**config.mk**
```make
export PLATFORM = sky130hd
export DESIGN_NAME = muldiv_unit
export DESIGN_NICKNAME = d
export VERILOG_FILES = /design/src/rtl/muldiv_pkg.sv /design/src/rtl/muldiv_step.sv /design/src/rtl/muldiv_unit.sv
export SDC_FILE = /design/constraint.sdc
export NUM_CORES = 1
export LEC_CHECK = 0
export BUFFER_PORTS_ARGS = -buffer_cell sky130_fd_sc_hd__buf_2
export CAP_MARGIN = 25
export CORE_UTILIZATION = 49
export DETAILED_ROUTE_END_ITERATION = 6
export PLACE_DENSITY = 0.71
export SYNTH_ARGS = -nofsm -noshare
export SYNTH_HDL_FRONTEND = slang
export SYNTH_HIERARCHICAL = 1
export SYNTH_SLANG_ARGS = --single-unit
```
**constraint.sdc**
```tcl
create_clock -name clk -period 3.3 [get_ports clk]
set_clock_uncertainty 0.2 [all_clocks]
set_input_delay 0.99 -clock clk [delete_from_list [all_inputs] [get_ports clk]]
set_output_delay 0.99 -clock clk [all_outputs]
set_load 0.005 [all_outputs]
```
**src/rtl/muldiv_pkg.sv**
```systemverilog
// Shared encodings for the iterative multiply/divide unit.
package muldiv_pkg;

  localparam logic [1:0] OP_MULTU = 2'b00;
  localparam logic [1:0] OP_MULT  = 2'b01;
  localparam logic [1:0] OP_DIVU  = 2'b10;
  localparam logic [1:0] OP_DIV   = 2'b11;

  typedef enum logic [1:0] {
    S_IDLE,
    S_RUN,
    S_FIX
  } state_e;

  // op[0] selects signed, op[1] selects divide
  function automatic logic op_is_div(input logic [1:0] op);
    return op[1];
  endfunction

  function automatic logic op_is_signed(input logic [1:0] op);
    return op[0];
  endfunction

endpackage

```
**src/rtl/muldiv_step.sv**
```systemverilog
// One radix-2 iteration: shift-add for multiply, restoring trial-subtract for divide.
module muldiv_step #(
  parameter int WIDTH = 32
) (
  input  logic               is_div_i,
  input  logic [2*WIDTH-1:0] acc_i,
  input  logic [WIDTH-1:0]   b_i,
  output logic [2*WIDTH-1:0] acc_o
);

  logic [WIDTH:0] sum;
  logic [WIDTH:0] diff;

  always_comb begin
    sum  = {1'b0, acc_i[2*WIDTH-1:WIDTH]} + (acc_i[0] ? {1'b0, b_i} : '0);
    // Partial remainder with the next dividend bit shifted in, minus divisor
    diff = acc_i[2*WIDTH-1:WIDTH-1] - {1'b0, b_i};
    if (!is_div_i) begin
      acc_o = {sum, acc_i[WIDTH-1:1]};
    end else if (!diff[WIDTH]) begin
      acc_o = {diff[WIDTH-1:0], acc_i[WIDTH-2:0], 1'b1};
    end else begin
      acc_o = {acc_i[2*WIDTH-2:0], 1'b0};
    end
  end

endmodule

```
**src/rtl/muldiv_unit.sv**
```systemverilog
// Iterative signed/unsigned multiply/divide with architectural HI/LO registers.
module muldiv_unit
  import muldiv_pkg::*;
#(
  parameter int WIDTH = 32
) (
  input  logic             clk,
  input  logic             rst,
  input  logic             start,
  input  logic [1:0]       op,
  input  logic [WIDTH-1:0] op_a,
  input  logic [WIDTH-1:0] op_b,
  input  logic             abort,
  input  logic             hi_we,
  input  logic             lo_we,
  input  logic [WIDTH-1:0] wdata,
  output logic             busy,
  output logic             done,
  output logic             div_zero,
  output logic [WIDTH-1:0] hi,
  output logic [WIDTH-1:0] lo
);

  localparam int CNT_W = $clog2(WIDTH) + 1;

  state_e             state_q, state_d;
  logic [CNT_W-1:0]   cnt_q, cnt_d;
  logic [2*WIDTH-1:0] acc_q, acc_d, step_acc, prod;
  logic [WIDTH-1:0]   b_q, b_d, hi_q, hi_d, lo_q, lo_d;
  logic [WIDTH-1:0]   mag_a, mag_b, quo, rem;
  logic               div_q, div_d, neg_q, neg_d, rneg_q, rneg_d;
  logic               dz_q, dz_d, dzf_q, dzf_d, busy_q;
  logic               sgn_a, sgn_b, dz_new;

  muldiv_step #(.WIDTH(WIDTH)) u_step (
    .is_div_i (div_q),
    .acc_i    (acc_q),
    .b_i      (b_q),
    .acc_o    (step_acc)
  );

  always_comb begin
    state_d = state_q;
    cnt_d   = cnt_q;
    acc_d   = acc_q;
    b_d     = b_q;
    hi_d    = hi_q;
    lo_d    = lo_q;
    div_d   = div_q;
    neg_d   = neg_q;
    rneg_d  = rneg_q;
    dz_d    = dz_q;
    dzf_d   = dzf_q;

    sgn_a  = op_is_signed(op) & op_a[WIDTH-1];
    sgn_b  = op_is_signed(op) & op_b[WIDTH-1];
    dz_new = op_is_div(op) & (op_b == '0);
    // Divide by zero keeps the raw dividend so the remainder path returns op_a untouched
    mag_a  = (sgn_a && !dz_new) ? -op_a : op_a;
    mag_b  = sgn_b ? -op_b : op_b;
    prod   = neg_q ? -acc_q : acc_q;
    quo    = acc_q[WIDTH-1:0];
    rem    = acc_q[2*WIDTH-1:WIDTH];

    case (state_q)
      S_IDLE: begin
        if (hi_we) hi_d = wdata;
        if (lo_we) lo_d = wdata;
        if (start && !abort) begin
          state_d = S_RUN;
          cnt_d   = CNT_W'(WIDTH);
          acc_d   = {{WIDTH{1'b0}}, mag_a};
          b_d     = mag_b;
          div_d   = op_is_div(op);
          neg_d   = (sgn_a ^ sgn_b) & ~dz_new;
          rneg_d  = sgn_a & op_is_div(op) & ~dz_new;
          dz_d    = dz_new;
          dzf_d   = 1'b0;
        end
      end
      S_RUN: begin
        if (abort) begin
          state_d = S_IDLE;
        end else begin
          acc_d = step_acc;
          cnt_d = cnt_q - 1'b1;
          if (cnt_q == CNT_W'(1)) state_d = S_FIX;
        end
      end
      S_FIX: begin
        state_d = S_IDLE;
        if (!abort) begin
          if (div_q) begin
            lo_d = dz_q ? '1 : (neg_q ? -quo : quo);
            hi_d = rneg_q ? -rem : rem;
          end else begin
            hi_d = prod[2*WIDTH-1:WIDTH];
            lo_d = prod[WIDTH-1:0];
          end
          dzf_d = dz_q;
        end
      end
      default: state_d = S_IDLE;
    endcase
  end

  always_ff @(posedge clk or negedge rst) begin
    if (!rst) begin
      state_q <= S_IDLE;
      cnt_q   <= '0;
      acc_q   <= '0;
      b_q     <= '0;
      hi_q    <= '0;
      lo_q    <= '0;
      div_q   <= 1'b0;
      neg_q   <= 1'b0;
      rneg_q  <= 1'b0;
      dz_q    <= 1'b0;
      dzf_q   <= 1'b0;
      busy_q  <= 1'b0;
    end else begin
      state_q <= state_d;
      cnt_q   <= cnt_d;
      acc_q   <= acc_d;
      b_q     <= b_d;
      hi_q    <= hi_d;
      lo_q    <= lo_d;
      div_q   <= div_d;
      neg_q   <= neg_d;
      rneg_q  <= rneg_d;
      dz_q    <= dz_d;
      dzf_q   <= dzf_d;
      busy_q  <= (state_d != S_IDLE);
    end
  end

  assign busy     = busy_q;
  assign done     = (state_q == S_FIX) && !abort;
  assign div_zero = dzf_q;
  assign hi       = hi_q;
  assign lo       = lo_q;

endmodule
```
Yosys cells after proc, flatten, opt, wreduce, memory -nomap -nowiden
Cells that the tools add are included.

Add/subtract/negate cells: 8. Equality and inequality tests: 8. Muxes and demuxes: 30. Bitwise gates (word level): 8. Reductions and logical operators: 15.

Operator list (count): two-way mux 32 bit (12); two-way mux 64 bit (5); negation 32 bit (4); case mux 32 bit (2 select lines) (2); case mux 64 bit (2 select lines) (1); negation 64 bit (1); adder 32 x 33 -> 33 bit (1); subtractor 33 x 32 -> 33 bit (1); zero test 32 bit (1); two-way mux 6 bit (2); case mux 6 bit (2 select lines) (1); AND reduction 3 bit (4); != test 2 bit (second input constant) (5); AND 1 bit (6); equality test 6 x 1 -> 1 bit (second input constant) (1); two-way mux 2 bit (3); nonzero test 2 bit (3); subtractor 6 x 1 -> 6 bit (second input constant) (1); case mux 2 bit (2 select lines) (1); logical AND 1 bit (3); equality test 2 x 1 -> 1 bit (second input constant) (1); equality test 2 bit (second input constant) (1); zero test 1 bit (2); zero test 2 bit (1); 5 further kinds (6).

Register bits after elaboration: 174. Input bits: 104. Output and inout port bits: 67. Word-level logic and storage cells: 81.

Longest topological paths before layout
Gate-level depths: netlist of run 1.

Depth after elaboration: 7. Gate-level depth with buffers: 15.

Cells and area by module
The synthesis of run 1 kept the hierarchy.

By module, submodules not included: muldiv_unit (instances 1, cells an instance 1140, area each 10003.3 um^2); muldiv_step (instances 1, cells an instance 688, area each 4820.9 um^2).

Worst setup path before layout of run 1
No wires, ideal clock.

Path kind: input-to-reg. Start: in op_b[11]. End: reg b_q[27]. Setup time: 130 ps. Arrival: 3311 ps. Setup slack: -341 ps. Cell stages on the path: 7. Cells stage by stage: or4_4 > or4_4 > or3_4 > or4_4 > o41ai_4 > xor2_1 > o21ai_1.

Longest elaborated chain between the ends: 2.

Ends and longest elaborated chain: from (decl) (RTL line muldiv_unit.sv:12) `input logic [WIDTH-1:0] op_b,`; negation 32 bit (RTL line muldiv_unit.sv:60) `mag_b = sgn_b ? -op_b : op_b;`; two-way mux 32 bit (RTL line muldiv_unit.sv:60); to (signal assigned) (RTL line muldiv_unit.sv:112) `b_q <= '0;`; to (signal assigned) (RTL line muldiv_unit.sv:125) `b_q <= b_d;`; to (decl) (RTL line muldiv_unit.sv:29) `logic [WIDTH-1:0] b_q, b_d, hi_q, hi_d, lo_q, lo_d;`.

No other way between the ends. A chain may end at the register's enable or synchronous reset.

Worst setup path after layout of run 1
Start: reg b_q[0]. End: reg acc_q[63].

Longest elaborated chain between the ends: 5. Elaborated cells between the ends (all ways): 7. Classes of those cells: add/sub (2); mux (5).

Ends and longest elaborated chain: two-way mux 32 bit / subtractor 33 x 32 -> 33 bit (equally long branches) (RTL line muldiv_step.sv:15, muldiv_step.sv:17); adder 32 x 33 -> 33 bit / two-way mux 64 bit (equally long branches) (RTL line muldiv_step.sv:15, muldiv_step.sv:20); two-way mux 64 bit * (RTL line muldiv_step.sv:18) `if (!is_div_i) begin`; via step_acc[63] (RTL line muldiv_unit.sv:28) `logic [2*WIDTH-1:0] acc_q, acc_d, step_acc, prod;`; two-way mux 64 bit * (RTL line muldiv_unit.sv:82) `if (abort) begin`; case mux 64 bit (2 select lines) * (RTL line muldiv_unit.sv:65) `case (state_q)`; to (signal assigned) (RTL line muldiv_unit.sv:111) `acc_q <= '0;`; to (signal assigned) (RTL line muldiv_unit.sv:124) `acc_q <= acc_d;`; to (decl) (RTL line muldiv_unit.sv:28).

Mark *: on every way through the listed nets, which the timed path passes. The rest lies on a longest branch. The select of a mux whose other input is x is not followed.

==> impl_metrics.py, run 1 <==
metrics = {
    "power": {
        "leakage_nw": 8.75,
        "power_density_nw_per_um2": 986,
        "total_power_mw": 19.2,
        "ir_drop_mv": 0.554,
    },
    "timing": {
        "max_freq_mhz": 289,
        "fin_tns_setup_ps": -2460,
        "rsz0062_at_grt": "true",
        "maxSlewHeadroom_pct": 51.8,
        "period_share_pct": 105,
        "worst_slack_ps": -163,
        "tightest_slew_ps": 720,
        "drv_slew": 0,
        "finalSetupViolCount": 31,
        "finalHoldViolations": 0,
        "period_needed_ps": 3460,
        "timing.hold.ws_ps": 278,
    },
    "route": {
        "wl_per_cell_um": 20.9,
        "first_iter_violations": 1848,
        "route.detailed.drc": 0,
        "drt_first_pass_iters": 7,
        "via_per_inst": 6.25,
        "antenna_left": 0,
        "vias": 16500,
        "drt-total-wl_um": 55100,
    },
    "die": {
        "coreArea_um2": 29700,
        "io_pins": 171,
        "fp.dieH_um": 176,
        "core.rowCount": 63,
        "die_area_um2": 31000,
        "fp.dieW_um": 176,
        "start_util_pct": 49.9,
    },
    "yosys": {
        "ys_seq_elements": 174,
        "avgSynthCellArea_um2": 8.11,
        "ys_async_sr_fraction_pct": 100,
        "synth_nets": 2004,
        "syn_inst": 1828,
        "ys_types": 84,
        "netlist_area_um2": 14800,
        "synth_seq_area_share_pct": 29.4,
        "synth_edf_count": 0,
        "yosysWarnings": 6,
        "ys.flop_type": "dfrtp_1",
    },
    "job": {
        "drv_cap": 0,
    },
    "clock_tree": {
        "cts.path.max_buffers": 2,
        "hold_buffers": 0,
        "cts_tree": "done",
        "clk_latency_ps": 450,
        "cts_buffers": 17,
        "htreeDepth": 4,
        "path_clk_slew_ps": 80,
        "clock-sinks": 174,
        "cts_root_buffer": "clkbuf_16",
    },
    "setup_path": {
        "cp-start-kind": "flip-flop",
        "worst-setup-path-type": "flip-flop to flip-flop",
        "cp.required_ps": 3430,
        "critPathCaptureType": "flip-flop",
        "arrival_ps": 3590,
        "crit_fanout": 3,
    },
    "status": {
        "violations": "setup timing",
        "status": "finished with violations",
    },
    "cells_and_area": {
        "fillers": 2529,
        "multi_input_area_um2": 10400,
        "drive_above_1_share_pct": 30.3,
        "syn_to_final_growth_pct": 31.6,
        "final_net_count": 2404,
        "register_area_um2": 4360,
    },
    "min_path": {
        "hp-class": "flip-flop to flip-flop",
    },
    "global_route": {
        "grtUsageMet1_pct": 49.2,
        "grt_antenna_before_repair": 1,
        "grtUsageMet3_pct": 4.22,
        "grt_pass1_vias": 15200,
        "use_met2_pct": 53.8,
        "grt_max_degree": 65,
        "grt_usage_pct": 34.4,
        "grt_pass1_wl_um": 82900,
        "grt-busiest-layer": "met2",
        "grt-ovfl-total": 0,
    },
    "place": {
        "dp.final_hpwl_um": 40800,
        "port_buffers": 170,
        "place.gp.congestion": 0.962,
    },
}
-- cell usage in the layout (no fill, tap or decap), drive strengths merged, types with 10 or more instances in the layout --
cell type  synthesis  layout
nor3              39      39
o31ai             32      32
o22ai             59      59
a31oi             15      15
clkbuf            77      18
nand4             16      16
a22o              30      30
o21ai            170     170
nor4              39      39
or3               27      27
or4               20      20
xor2              81      81
nand3             35      35
a21oi            154     154
a211oi            19      19
buf               17     474
inv               60      69
or2               10      10
a21o              37      37
nor2             144     144
a22oi             11      11
ha                70      70
dfrtp            174     174
mux2              32      32
nand2            170     170
and2              37      37
o41ai             12      12
o211ai            11      11
xnor2             95      95
nand2b            19      19
-- kinds of logic (layout without fill, tap and decap cells) --
family                     Yosys count  in the layout  share of synthesized area (%)
other                                0              1                              0
muxes                               39             39                           2.90
adders and majority gates           72             72                           6.18
AOI/OAI and AO/OA                  623            623                           27.3
DFF                                174            174                           29.4
xor gates and xnor gates           176            176                           10.4
and+or+nand+nor                    589            589                           19.5
buffers and inverters              155            568                           4.33
-- synth_stat cells, drive strengths merged, types with 5 or more instances --
library cell  number  area share, %
nor4              39            1.7
a211o              5           0.30
nor2             144            3.6
a21oi            154            5.5
inv               60            1.5
a22o              30            1.8
o211ai            11           0.74
or3               27            1.2
xor2              81            4.8
mux2i              7           0.47
nor2b              9           0.38
xnor2             95            5.6
a221oi             7           0.41
o21a               9           0.46
nand3             35            1.2
ha                70            5.9
nand2b            19           0.80
clkbuf            77            1.9
o21bai             8           0.41
nor3              39            1.3
o21ai            170            5.8
mux2              32            2.4
nand4             16           0.68
a22oi             11           0.56
nand2            170            4.3
and2              37            1.6
a211oi            19            1.1
o22ai             59            2.5
dfrtp            174             29
o31ai             32            1.7
and3               9           0.38
a2111oi            5           0.34
o31a               6           0.35
o311ai             7           0.41
buf               17           0.84
a21o              37            1.9
o41ai             12           0.89
or2               10           0.42
a31oi             15           0.73
or4               20            1.1
-- critical path: stages (launching register included) --
cell and delay (ps):
dfrtp_1 430, and2_1 190, ha_2 200, fa_2 370, a211oi_2 230, o21a_1 180
o21bai_2 90, a2111oi_4 370, nor3_2 100, o41ai_2 300, nor2_1 100, a2111oi_2 310
a21oi_1 70, a22o_1 210
-- report_power, final --
part,total [mW],internal [mW],switching (mW)
clock,2.11,1.03,1.09
sequential,3.55,2.76,0.786
combinational,13.6,6.25,7.32
total,19.2,10.0,9.20
-- metal layers --
metal,vias up,routed length [µm]
met2,859,24700
met1,7930,23800
li1,7545,-
met4,2,1570
met5,-,13
met3,124,4940
-- flip-flops by register name, indices dropped and copies added, names as in the netlist --
name / flops
acc_q: 64
b_q: 32
busy: 1
cnt_q: 6
div_q: 1
div_zero: 1
dz_q: 1
hi: 32
lo: 32
neg_q: 1
rneg_q: 1
state_q: 2
-- layout make-up --
class                   instances  area share, %
multi-input cells            1499           53.5
inverters                      61           1.19
clock inverters                15          0.840
repair buffers                475           17.5
well taps                     390           2.50
clock buffers                  17           2.18
diodes                          1         0.0128
flip-flops and latches        174           22.3
-- worst paths after layout --
check,startpoint,depth (start not counted),slack (ps),to
setup / recovery,b_q[0],13,-160,acc_q[63]
hold / removal,lo[3],2,280,lo[3]
setup reg to reg,b_q[0],13,-160,acc_q[63]
hold reg to reg,lo[3],2,280,lo[3]
max in group asynchronous,rst,2,1780,b_q[1]
min in group asynchronous,rst,1,360,acc_q[44]
-- stage by stage --
stage	cells	cell area (µm²)	setup WS, ps	util (%)
2_1_floorplan	1828	14800	-341	-
3_3_place_gp	2573	18000	-495	60.5
3_5_place_dp	2573	18000	-519	60.5
4_1_cts	2621	19000	-103	63.8
5_1_grt	2631	19500	-238	65.6
6_report	2632	19500	-163	65.7
-- timing repair --
action,in CTS,in global routing
pin swaps,35,35
gates resized for setup,60,100
buffers inserted,14,10
cloned,2,1
endpoints found under the setup margin,32,53
(Power assumes the default switching activity.)
==> run 2: changes to the inputs <==
--- a/config.mk
+++ b/config.mk
@@ -9,7 +9,8 @@
 export CAP_MARGIN = 25
 export CORE_UTILIZATION = 49
 export DETAILED_ROUTE_END_ITERATION = 6
-export PLACE_DENSITY = 0.71
+export PLACE_DENSITY = 0.69
+export SLEW_MARGIN = 10
 export SYNTH_ARGS = -nofsm -noshare
 export SYNTH_HDL_FRONTEND = slang
 export SYNTH_HIERARCHICAL = 1
==> constraint.sdc (replaced) <==
create_clock -name clk -period 3.76 [get_ports clk]
set_clock_uncertainty 0.2 [all_clocks]
set_input_delay 1.128 -clock clk [delete_from_list [all_inputs] [get_ports clk]]
set_output_delay 1.128 -clock clk [all_outputs]
set_load 0.005 [all_outputs]
==> impl_metrics.py, run 2 (synthesis gave the netlist of run 1 again) <==
metrics = {
    "cells_and_area": {
        "multi_input_area_um2": 9890,
        "regMostFlops": "acc_q",
        "final_net_count": 2214,
        "largest_reg_flops": 64,
        "antenna_cells": 0,
        "register_area_um2": 4360,
        "final_cell_mix": "173 x dfrtp_1, 169 x nand2_1, 169 x buf_2",
        "layout_commonest_cell": "dfrtp_1",
        "syn_to_final_growth_pct": 17.2,
        "fillers": 2755,
        "drive_above_1_share_pct": 19.6,
    },
    "power": {
        "leakage_nw": 7.67,
        "ir_drop_mv": 0.436,
        "power_density_nw_per_um2": 815,
        "total_power_mw": 14.2,
    },
    "setup_path": {
        "cp-start-kind": "flip-flop",
        "reg2reg_slack_ps": 90,
        "r2r-start": "b_q[0]",
        "worstRegToRegCells": 13,
        "critPathCaptureType": "flip-flop",
        "arrival_ps": 3820,
        "r2r_end": "acc_q[35]",
        "crit_fanout": 20,
        "cp.required_ps": 3920,
        "endpoint": "acc_q[35]",
        "crit_path_start": "b_q[0]",
        "worst-setup-path-type": "flip-flop to flip-flop",
    },
    "clock_tree": {
        "cts_tree": "done",
        "clock-sinks": 174,
        "htreeDepth": 4,
        "path_clk_slew_ps": 90,
        "clk_latency_ps": 460,
        "cts_root_buffer": "clkbuf_16",
        "cts.path.max_buffers": 2,
        "hold_buffers": 0,
        "cts_buffers": 17,
    },
    "global_route": {
        "grt_pass1_wl_um": 78000,
        "grt_pass1_vias": 14000,
        "grt-busiest-layer": "met2",
        "grt_usage_pct": 32.4,
        "grt_antenna_before_repair": 0,
        "grtUsageMet3_pct": 4.93,
        "grt-ovfl-total": 0,
        "use_met2_pct": 49.9,
        "grtUsageMet1_pct": 46.5,
        "grt_max_degree": 83,
    },
    "route": {
        "antenna_left": 0,
        "via_per_inst": 6.30,
        "wl_per_cell_um": 20.8,
        "route.detailed.drc": 0,
        "first_iter_violations": 1673,
        "drt-total-wl_um": 50800,
        "vias": 15400,
        "drt_first_pass_iters": 6,
    },
    "die": {
        "coreArea_um2": 29700,
        "io_pins": 171,
        "core.rowCount": 63,
        "die_area_um2": 31000,
        "start_util_pct": 49.9,
        "fp.dieH_um": 176,
        "fp.dieW_um": 176,
    },
    "timing": {
        "period_share_pct": 97.5,
        "max_freq_mhz": 273,
        "finalHoldViolations": 0,
        "finalSetupViolCount": 0,
        "period_needed_ps": 3670,
        "maxSlewHeadroom_pct": 41.8,
        "fin_tns_setup_ps": 0,
        "tightest_slew_ps": 865,
        "rsz0062_at_grt": "true",
        "drv_slew": 0,
    },
    "min_path": {
        "hp-class": "flip-flop to flip-flop",
    },
    "place": {
        "place.gp.congestion": 0.956,
        "port_buffers": 170,
        "dp.final_hpwl_um": 38700,
    },
    "job": {
        "drv_cap": 0,
    },
    "status": {
        "status": "complete, no violations",
    },
}
[run 2: cell types whose count changed in the layout (fill, tap and decap cells not counted), sizes merged]
cell / change
diode: -1
bufinv: +1
clkinv: +2
clkbuf: -1
buf: -189
inv: -3
[run 2: worst max-delay path: stages (launching register included)]
cell and delay [ps]:
dfrtp_1 410, ha_1 240, fa_1 420, nor2b_1 200
o31ai_1 140, a21o_1 220, o211ai_4 350, a31oi_4 160
o211ai_4 300, buf_4 310, a211oi_1 70, a211oi_1 260
a21oi_1 70, a22o_1 210
[run 2: worst min-delay path by stage]
stage | startpoint | endpoint | cells after the start
global placement | lo[5] | lo[5] | 2
global route | lo[13] | lo[13] | 2
floorplan | b_q[31] | b_q[31] | 2
detailed placement | lo[3] | lo[3] | 2
finish | lo[11] | lo[11] | 2
CTS | lo[3] | lo[3] | 2
[run 2: metal layers]
metal  vias to the layer above  share of wire, %
met5                         -                 0
met4                         0               2.6
met3                        85               8.8
met2                       757                44
met1                      7386                45
li1                       7147                 -
[run 2: stage by stage]
step	setup slack, ps	area, µm²	hold slack (ps)	utilization (%)	std cells
global route	-23.2	17400	305	58.5	2441
CTS	25.5	17300	283	58.3	2440
finish	93.7	17400	281	58.5	2441
detailed placement	-184	16700	265	56.2	2408
floorplan	-18.8	14800	253	-	1828
global placement	-167	16700	256	56.2	2408
[run 2: power breakdown]
| part | switching, mW | total (mW) | internal, mW |
|---|---|---|---|
| registers | 0.801 | 3.22 | 2.42 |
| logic | 5.21 | 9.00 | 3.79 |
| clock network | 0.977 | 1.94 | 0.965 |
| total | 6.99 | 14.2 | 7.18 |
[run 2: area by class of cell]
class / instances / share of cell area (%)
clock buffers: 17 / 2.45
clock inverters: 15 / 1.13
inverters: 61 / 1.32
multi-input cells: 1499 / 56.9
flip-flops and latches: 174 / 25.1
well taps: 390 / 2.81
repair buffers: 285 / 10.3
[run 2: timing repair]
item                       CTS  global route
hold endpoints to repair     0             0
setup endpoints to repair    0             4
setup buffers                0             1
resized for setup            0             9
==> run 3: changes to the inputs <==
--- a/config.mk
+++ b/config.mk
@@ -13,5 +13,4 @@
 export SLEW_MARGIN = 10
 export SYNTH_ARGS = -nofsm -noshare
 export SYNTH_HDL_FRONTEND = slang
-export SYNTH_HIERARCHICAL = 1
 export SYNTH_SLANG_ARGS = --single-unit
==> impl_metrics.py, run 3 <==
metrics = {
    "route": {
        "vias": 14900,
        "first_iter_violations": 1430,
        "via_per_inst": 6.13,
        "route.detailed.drc": 0,
        "drt_first_pass_iters": 5,
        "drt-total-wl_um": 49300,
        "wl_per_cell_um": 20.2,
        "antenna_left": 0,
    },
    "cells_and_area": {
        "drive_above_1_share_pct": 18.9,
        "fin_cells": 2433,
        "fillers": 2705,
        "design_area_um2": 17200,
        "register_area_um2": 4360,
        "final_cell_mix": "209 x o21ai_0, 189 x nand2_1, 173 x dfrtp_1",
        "multi_input_area_um2": 9500,
        "layout_commonest_cell": "o21ai_0",
        "largest_reg_flops": 64,
        "regMostFlops": "acc_q",
        "final_net_count": 2209,
        "syn_to_final_growth_pct": 19.2,
    },
    "global_route": {
        "grt-ovfl-total": 0,
        "grt_pass1_vias": 14000,
        "grt_antenna_before_repair": 3,
        "grt_max_degree": 72,
        "grt_usage_pct": 32.5,
        "grt_pass1_wl_um": 77800,
    },
    "status": {
        "status": "complete, no violations",
    },
    "setup_path": {
        "r2r-start": "acc_q[31]",
        "critPathCaptureType": "flip-flop",
        "cp-start-kind": "flip-flop",
        "crit_chain": "inv_1 > ha_1 > fa_1 > nand2b_1 > a21oi_1 > o21a_1 > buf_4 > o21a_1 > or3_1 > or4b_2 > nand3_1 > mux2i_1 > a211oi_1",
        "crit_slowest_cell": "or4b_2",
        "crit_fanout": 4,
        "cp.required_ps": 3910,
        "worst_path_most_repeated_cell": "o21a_1",
        "worst-setup-path-type": "flip-flop to flip-flop",
        "reg2reg_slack_ps": 200,
        "arrival_ps": 3710,
        "worstRegToRegCells": 13,
        "r2r_end": "acc_q[48]",
        "slowest_delay_ps": 660,
    },
    "place": {
        "dp.final_hpwl_um": 37700,
        "placed_cells": 2395,
        "port_buffers": 170,
        "place.gp.congestion": 0.957,
        "place_area_um2": 16600,
    },
    "yosys": {
        "synth.area.top_cells": "dfrtp_1 30%, o21ai_0 7.4%, xnor2_1 6.5%, ha_1 6.1%, nand2_1 4.9%",
        "ys_types": 85,
        "ys.flop_type": "dfrtp_1",
        "yosysTopAreaCell": "dfrtp_1",
        "synth_seq_area_share_pct": 30.1,
        "ys_async_sr_fraction_pct": 100,
        "synth_edf_count": 0,
        "yosysWarnings": 0,
        "ys_seq_elements": 174,
        "synth_top_area_share_pct": 30.1,
        "synth.most_common_cell": "o21ai_0",
        "netlist_area_um2": 14500,
        "synth_common_cells": "213 x o21ai_0, 189 x nand2_1, 174 x dfrtp_1",
        "synth_nets": 1979,
        "avgSynthCellArea_um2": 8.02,
        "syn_inst": 1803,
    },
    "power": {
        "leakage_nw": 7.83,
        "power_density_nw_per_um2": 740,
        "ir_drop_mv": 0.420,
    },
    "clock_tree": {
        "cts.path.max_buffers": 2,
        "cts_tree": "done",
        "htreeDepth": 4,
        "path_clk_slew_ps": 90,
        "cts_root_buffer": "clkbuf_16",
        "cts_buffers": 17,
        "clk_latency_ps": 460,
        "clock-sinks": 174,
    },
    "timing": {
        "maxSlewHeadroom_pct": 28.5,
        "fin_tns_setup_ps": 0,
        "period_share_pct": 94.6,
        "rsz0062_at_grt": "false",
        "max_freq_mhz": 281,
        "drv_slew": 0,
        "period_needed_ps": 3560,
        "tightest_slew_ps": 1070,
        "finalSetupViolCount": 0,
        "finalHoldViolations": 0,
    },
    "min_path": {
        "hp-start": "hi[25]",
        "whs_endpoint": "hi[25]",
        "hp-class": "flip-flop to flip-flop",
        "whs_path_depth": 2,
    },
    "die": {
        "io_pins": 171,
        "fp.dieW_um": 174,
        "core.rowCount": 62,
        "coreArea_um2": 28900,
        "start_util_pct": 50.1,
        "die_area_um2": 30200,
        "fp.dieH_um": 174,
    },
    "job": {
        "drv_cap": 0,
    },
}
-- run 3: cell count changes in the layout (fill, tap and decap cells not counted), sizes merged, moves of 13 or more --
cell | previous run | this run
mux2i | 7 | 56
a21oi | 154 | 135
buf | 285 | 312
o22ai | 59 | 36
o21ai | 170 | 220
nand2 | 170 | 190
xor2 | 81 | 66
mux2 | 32 | 2
and2 | 37 | 7
nor4 | 39 | 17
a22o | 30 | 0
nor2 | 144 | 124
nor3 | 39 | 52
-- run 3: worst max-delay path, delay by kind of cell (launching register included) --
family / cells / cell delay [ps]
adders and majority gates: 2 / 410
buffers and inverters: 2 / 230
DFF: 1 / 390
muxes: 1 / 80
AOI/OAI and AO/OA: 4 / 780
and+or+nand+nor: 4 / 1380
-- run 3: area by class of cell --
type	count	area share (%)
sequential	174	25.3
multi-input combinational	1464	55.1
tap	384	2.79
timing repair buffer	312	11.7
antenna	3	0.0436
inverter	64	1.39
clock inverter	15	1.26
clock buffer	17	2.47
-- run 3: what timing repair did --
item	in CTS	in global routing
gates resized for setup	0	6
setup endpoints to repair	0	25
hold buffers	0	0
buffers inserted	0	3
-- run 3: through the flow --
step | setup WS, ps | utilization, % | total power [mW] | hold slack [ps]
3_5_place_dp | -18.5 | 57.4 | 10.6 | 263
5_1_grt | 5.45 | 59.7 | 13.6 | 311
6_report | 204 | 59.7 | 12.7 | 282
4_1_cts | 105 | 59.6 | 12.6 | 284
2_1_floorplan | 188 | - | 8.37 | 250
3_3_place_gp | 26.5 | 57.4 | 10.5 | 256
-- run 3: cells by family (layout without fill, tap and decap cells) --
| logic type | after synthesis | after routing | synth area share (%) |
|---|---|---|---|
| adders and majority gates | 72 | 72 | 6.34 |
| DFF | 174 | 174 | 30.1 |
| muxes | 58 | 58 | 4.03 |
| AOI/OAI and AO/OA | 603 | 603 | 25.7 |
| other | 0 | 3 | 0 |
| buffers and inverters | 165 | 408 | 4.41 |
| xor gates and xnor gates | 173 | 173 | 10.5 |
| and+or+nand+nor | 558 | 558 | 18.9 |
-- run 3: how the worst max path moves through the flow --
stage	cells after the start	endpoint	start
2_1_floorplan	10	acc_q[25]	op_b[6]
3_3_place_gp	10	acc_q[29]	op_a[9]
3_5_place_dp	10	acc_q[10]	op_b[6]
4_1_cts	14	acc_q[32]	acc_q[31]
5_1_grt	13	acc_q[59]	b_q[1]
6_report	13	acc_q[48]	acc_q[31]
-- run 3: routing by layer --
layer  global-route usage, %  wire [µm]  vias up
li1                        -          -     7006
met5                       0          0        -
met2                    49.8      21800      685
met4                    7.97        938        0
met3                    4.98       4190       58
met1                    47.8      22300     7165
-- run 3: power by group --
| group | switching (mW) | leakage [nW] | internal [mW] |
|---|---|---|---|
| clock network | 1.04 | 0.307 | 0.940 |
| logic | 4.51 | 5.37 | 3.29 |
| registers | 0.574 | 2.15 | 2.40 |
| total | 6.12 | 7.83 | 6.63 |
